## src/rtl/inv_key_schedule.sv

```systemverilog
// inv_key_schedule: inverse AES-128 key expansion, emits round keys 10 down to 0 on a valid/ready stream.
// Build option: define INV_KEY_SERIAL_SBOX_EN for one shared S-box (5 cycles per key) instead of four.
//
// state | meaning
// IDLE  | waiting for start; rk_out keeps the last key produced
// EMIT  | rk_out/rk_round valid, waiting for the consumer handshake
// CALC0 | serial build: substitute byte b1 of w3'
// CALC1 | serial build: substitute byte b2 of w3'
// CALC2 | serial build: substitute byte b3 of w3'
// CALC3 | serial build: substitute byte b0 of w3', finish w0', present next key
module inv_key_schedule (
  input  logic         clk,
  input  logic         rst_n,
  input  logic         start,
  input  logic [127:0] key_last,
  output logic         busy,
  output logic         rk_valid,
  input  logic         rk_ready,
  output logic [127:0] rk_out,
  output logic [3:0]   rk_round,
  output logic         done
);

  localparam logic [2047:0] SBOX_TBL = {
    128'h637c777bf26b6fc53001672bfed7ab76,
    128'hca82c97dfa5947f0add4a2af9ca472c0,
    128'hb7fd9326363ff7cc34a5e5f171d83115,
    128'h04c723c31896059a071280e2eb27b275,
    128'h09832c1a1b6e5aa0523bd6b329e32f84,
    128'h53d100ed20fcb15b6acbbe394a4c58cf,
    128'hd0efaafb434d338545f9027f503c9fa8,
    128'h51a3408f929d38f5bcb6da2110fff3d2,
    128'hcd0c13ec5f974417c4a77e3d645d1973,
    128'h60814fdc222a908846eeb814de5e0bdb,
    128'he0323a0a4906245cc2d3ac629195e479,
    128'he7c8376d8dd54ea96c56f4ea657aae08,
    128'hba78252e1ca6b4c6e8dd741f4bbd8b8a,
    128'h703eb5664803f60e613557b986c11d9e,
    128'he1f8981169d98e949b1e87e9ce5528df,
    128'h8ca1890dbfe6426841992d0fb054bb16
  };

  typedef enum logic [2:0] {IDLE, EMIT, CALC0, CALC1, CALC2, CALC3} state_t;

  function automatic logic [7:0] sbox(input logic [7:0] x);
    return SBOX_TBL[2047 - 8*int'(x) -: 8];
  endfunction

  // Rcon walked backwards: 1b is the reduced successor of 80.
  function automatic logic [7:0] inv_xtime(input logic [7:0] r);
    return (r == 8'h1b) ? 8'h80 : {1'b0, r[7:1]};
  endfunction

  state_t       state;
  logic [127:0] key_q;
  logic [7:0]   rcon;
  logic [31:0]  w0, w1, w2, w3;
  logic [31:0]  w1n, w2n, w3n;
  logic         hs;

  assign {w0, w1, w2, w3} = key_q;
  assign w3n    = w3 ^ w2;
  assign w2n    = w2 ^ w1;
  assign w1n    = w1 ^ w0;
  assign hs     = rk_valid && rk_ready;
  assign rk_out = key_q;

`ifdef INV_KEY_SERIAL_SBOX_EN
  logic [23:0] sub_q;
  logic [7:0]  sb_in;
  logic [7:0]  sb_out;

  // w3' already sits in key_q[31:0] while the CALC states run.
  always_comb begin
    sb_in = key_q[31:24];
    case (state)
      CALC0:   sb_in = key_q[23:16];
      CALC1:   sb_in = key_q[15:8];
      CALC2:   sb_in = key_q[7:0];
      default: sb_in = key_q[31:24];
    endcase
  end

  assign sb_out = sbox(sb_in);
`else
  logic [31:0] sub_w;
  logic [31:0] w0n;

  assign sub_w = {sbox(w3n[23:16]), sbox(w3n[15:8]), sbox(w3n[7:0]), sbox(w3n[31:24])};
  assign w0n   = w0 ^ sub_w ^ {rcon, 24'h0};
`endif

  always_ff @(posedge clk or negedge rst_n) begin
    if (!rst_n) begin
      state    <= IDLE;
      key_q    <= '0;
      rcon     <= 8'h00;
      rk_round <= 4'd0;
      busy     <= 1'b0;
      rk_valid <= 1'b0;
      done     <= 1'b0;
`ifdef INV_KEY_SERIAL_SBOX_EN
      sub_q    <= '0;
`endif
    end else begin
      done <= 1'b0;
      case (state)
        IDLE: begin
          if (start) begin
            key_q    <= key_last;
            rk_round <= 4'd10;
            rcon     <= 8'h36;
            busy     <= 1'b1;
            rk_valid <= 1'b1;
            state    <= EMIT;
          end
        end
        EMIT: begin
          if (hs) begin
            if (rk_round == 4'd0) begin
              busy     <= 1'b0;
              rk_valid <= 1'b0;
              done     <= 1'b1;
              state    <= IDLE;
            end else begin
`ifdef INV_KEY_SERIAL_SBOX_EN
              key_q    <= {w0, w1n, w2n, w3n};
              rk_valid <= 1'b0;
              state    <= CALC0;
`else
              key_q    <= {w0n, w1n, w2n, w3n};
              rk_round <= rk_round - 4'd1;
              rcon     <= inv_xtime(rcon);
`endif
            end
          end
        end
`ifdef INV_KEY_SERIAL_SBOX_EN
        CALC0: begin
          sub_q[23:16] <= sb_out;
          state        <= CALC1;
        end
        CALC1: begin
          sub_q[15:8] <= sb_out;
          state       <= CALC2;
        end
        CALC2: begin
          sub_q[7:0] <= sb_out;
          state      <= CALC3;
        end
        CALC3: begin
          key_q[127:96] <= key_q[127:96] ^ {sub_q, sb_out} ^ {rcon, 24'h0};
          rk_round      <= rk_round - 4'd1;
          rcon          <= inv_xtime(rcon);
          rk_valid      <= 1'b1;
          state         <= EMIT;
        end
`endif
        default: state <= IDLE;
      endcase
    end
  end

endmodule
```

## config.mk

```make
export PLATFORM = sky130hd
export DESIGN_NAME = inv_key_schedule
export DESIGN_NICKNAME = d
export VERILOG_FILES = /design/src/rtl/inv_key_schedule.sv
export SDC_FILE = /design/constraint.sdc
export NUM_CORES = 1
export LEC_CHECK = 0
export ABC_AREA = 1
export CAP_MARGIN = 5
export CORE_MARGIN = 1
export CORE_UTILIZATION = 25
export CTS_BUF_LIST = sky130_fd_sc_hd__clkbuf_4 sky130_fd_sc_hd__clkbuf_8
export DETAILED_ROUTE_END_ITERATION = 8
export SLEW_MARGIN = 20
export SYNTH_ARGS = -nofsm -noshare
export SYNTH_HDL_FRONTEND = slang
export SYNTH_SLANG_ARGS = --single-unit
```

## constraint.sdc

```tcl
create_clock -name clk -period 2.9 [get_ports clk]
set_input_delay 0.725 -clock clk [delete_from_list [all_inputs] [get_ports clk]]
set_output_delay 0.725 -clock clk [all_outputs]
set_load 0.005 [all_outputs]
```

==> flow_summary.json <==
{
  "drtPass1Iterations": 9,
  "fp.dieW_um": 277,
  "crit_path_max_incr_delay_ps": 500,
  "crit_slowest_cell": "dfrtp_1",
  "clk-insertion-delay-late_ps": 570,
  "timing.critical_path.buf_inv": 2,
  "synth.most_common_cell": "nand3_1",
  "synthTopCellsByCount": "nand3_1 (1,159), nand2_1 (1,027), inv_1 (202)",
  "grt_max_degree": 90,
  "detailroute.via_count": 26700,
  "timing.critical_path.required_ps": 3350,
  "cp.depth": 14,
  "grt_first_pass_wirelength_mm": 161,
  "synth_edf_count": 0,
  "cp_top_family": "simple AND/OR/NAND/NOR gates",
  "cts.sinks": 142,
  "drt-wirelength-per-cell_um": 23.2,
  "arrival_ps": 3290,
  "first_global_vias": 24700,
  "grt_overflow_total": 0,
  "top_level_ports": 267,
  "cts_tree": "done",
  "place_hpwl_mm": 81.6,
  "netlist.top_cell.by_area": "nand3_1",
  "drive_above_1_share_pct": 11.5,
  "worst_hold_path_type": "input port to asynchronous set/reset pin",
  "detailedPlace.worstSlack_ps": 23.2,
  "floorplan.die.height_um": 277,
  "h_tree_levels": 4,
  "clock_skew_ps": 31.1,
  "worstReg2RegStart": "rk_out[34]",
  "synth.yosys.seq_area_share_pct": 18.8,
  "synth_area_leaders": "nand3_1 (31%), nand2_1 (20%), dfrtp_1 (19%)",
  "postSynthRegisterBits": 142,
  "area.growth.synth_to_final_pct": 33.3,
  "worstRegToRegCells": 14,
  "min_period_ps": 2840,
  "core-area_um2": 74600,
  "outcome": "finished, final reports clean",
  "grt_antenna_before_repair": 3,
  "netlist.area_leader.share_pct": 30.8,
  "worst_pin_slew_ps": 762,
  "synth_warnings": 0,
  "worst-path-max-fanout": 14,
  "synthArstFlopShare_pct": 100,
  "vias_per_cell": 5.72,
  "buffers_on_ports": 266,
  "finalHoldViolCount": 0,
  "synth.cell_area_um2": 18900,
  "clk_transition_reported_paths_ps": 120,
  "setup.worst_path.start": "rk_out[34]",
  "first_iter_violations": 4366,
  "start_kind": "flop",
  "synth_nets": 3509,
  "wl_mm": 108,
  "ant_nets": 0,
  "cts_buffer_count": 17,
  "timing.max_slew.rel_slack_pct": 48.8,
  "core.rowCount": 100,
  "setup_viol": 0,
  "floorplan.initialDensity_pct": 25.3,
  "setup_ws_post_layout_ps": 59.9,
  "synthFlopType": "dfrtp_1",
  "postCtsSetupBuffers": 0,
  "final.hold.worst_slack_ps": 72.4,
  "syn_area_per_cell_um2": 5.68,
  "globalRouteTotalUtil_pct": 27.3,
  "detail_route.drc_violations": 0,
  "routability_congestion_estimate_from_global_placement": 1.06,
  "fp.dieArea_um2": 76500,
  "end_kind": "flop",
  "achievable-frequency_mhz": 352,
  "clock_path_buffers": 2,
  "criticalPathCategory": "flop to flop",
  "clock-root-buffer": "clkbuf_8",
  "synthCells": 3322,
  "layout.nets": 3879,
  "cap_violations": 0,
  "final_max_slew_viol_count": 0,
  "post_synth_num_cell_types": 38,
  "fin_crit_sh_pct": 97.9,
  "critical_path.cell_chain": "inv_2 > nand2_2 > nand2_2 > buf_4 > nand2_2 > nand2_1 > o21ai_1 > nand3_1 > nand3_1 > nand3_1 > nand2_1 > nand2_1 > nand3_1 > nand2_1"
}
==> layout by cell type (no fill, tap or decap), types with 2 or more instances in the layout <==
master           instances
a21oi_1                 62
a221oi_1                 4
a22oi_1                 38
a31oi_1                  7
a32oi_1                 29
buf_12                  36
buf_4                  274
bufinv_16                3
clkbuf_8                18
clkdlybuf4s50_1        265
clkinv_1                 4
clkinv_4                 2
clkinvlp_4               2
dfrtp_1                141
ha_1                    55
inv_1                  200
inv_2                   10
inv_6                    5
nand2_1               1017
nand2_2                 38
nand2_4                  2
nand3_1               1158
nand4_1                 16
nor2_1                  72
nor2_2                   2
nor3_1                   7
o211ai_1                55
o21ai_0                 78
o21ai_1                  8
o221a_2                  7
o221ai_1                25
o22ai_1                  3
o311ai_0                10
or2_2                    6
xnor2_1                 15
xnor2_2                  9
xor2_1                   7
xor2_4                   3
==> cells by family after synthesis <==
family,share of synthesized area [%]
xor+xnor,1.78
compound gates,11.6
simple gates,54.7
buf+inv,9.41
flops,18.8
fa+ha+maj,3.65
==> layer usage <==
metal / track usage, % / up-vias / part of all wire [%]
met5: 0 / - / 0.024
met4: 12.5 / 4 / 4.7
met3: 5.86 / 313 / 11
met2: 41.1 / 1774 / 43
met1: 37.2 / 12500 / 42
li1: - / 12200 / -
==> state kept, by name (all words and copies together), names as in the netlist <==
name,count
rcon,8
rk_out,128
rk_round,4
done,1
rk_valid,1
==> through the flow <==
| step | util [%] | instance area (um2) | instances | TNS, ps |
|---|---|---|---|---|
| after floorplan | - | 18900 | 3322 | 0 |
| after global placement | 33.1 | 24700 | 4642 | 0 |
| after detailed placement | 33.1 | 24700 | 4642 | 0 |
| after CTS | 33.7 | 25100 | 4674 | 0 |
| after global routing | 33.7 | 25100 | 4675 | -4.65 |
| final | 33.7 | 25100 | 4675 | 0 |
==> worst paths after layout <==
kind | endpoint | slack [ps]
setup / recovery | rk_out[105] | 60
hold / removal | rk_out[52] | 70
setup reg to reg | rk_out[105] | 60
hold reg to reg | rk_out[42] | 570
max in group asynchronous | rk_valid | 2050
min in group clk | rk_out[42] | 570
==> worst register-to-register path: stages (launching register included) <==
cell	delay [ps]
dfrtp_1	500
inv_2	80
nand2_2	170
nand2_2	310
buf_4	310
nand2_2	210
nand2_1	200
o21ai_1	230
nand3_1	120
nand3_1	170
nand3_1	160
nand2_1	120
nand2_1	50
nand3_1	60
nand2_1	50
==> cell type report <==
type	count	area, um2
tap	969	1210
clock inverter	13	178
sequential	142	3550
timing repair buffer	576	5440
inverter	215	808
clock buffer	19	255
antenna	1	2.50
multi-input combinational	2740	13700
fill	8274	49400
==> repair_timing <==
item / 4_1_cts / 5_1_grt
setup endpoints to repair: 0 / 9
hold buffers: 0 / 0
gates resized for setup: 0 / 4
Power is not shown: default switching activity piles up to over one toggle a cycle in this logic, so the estimate is an artifact.
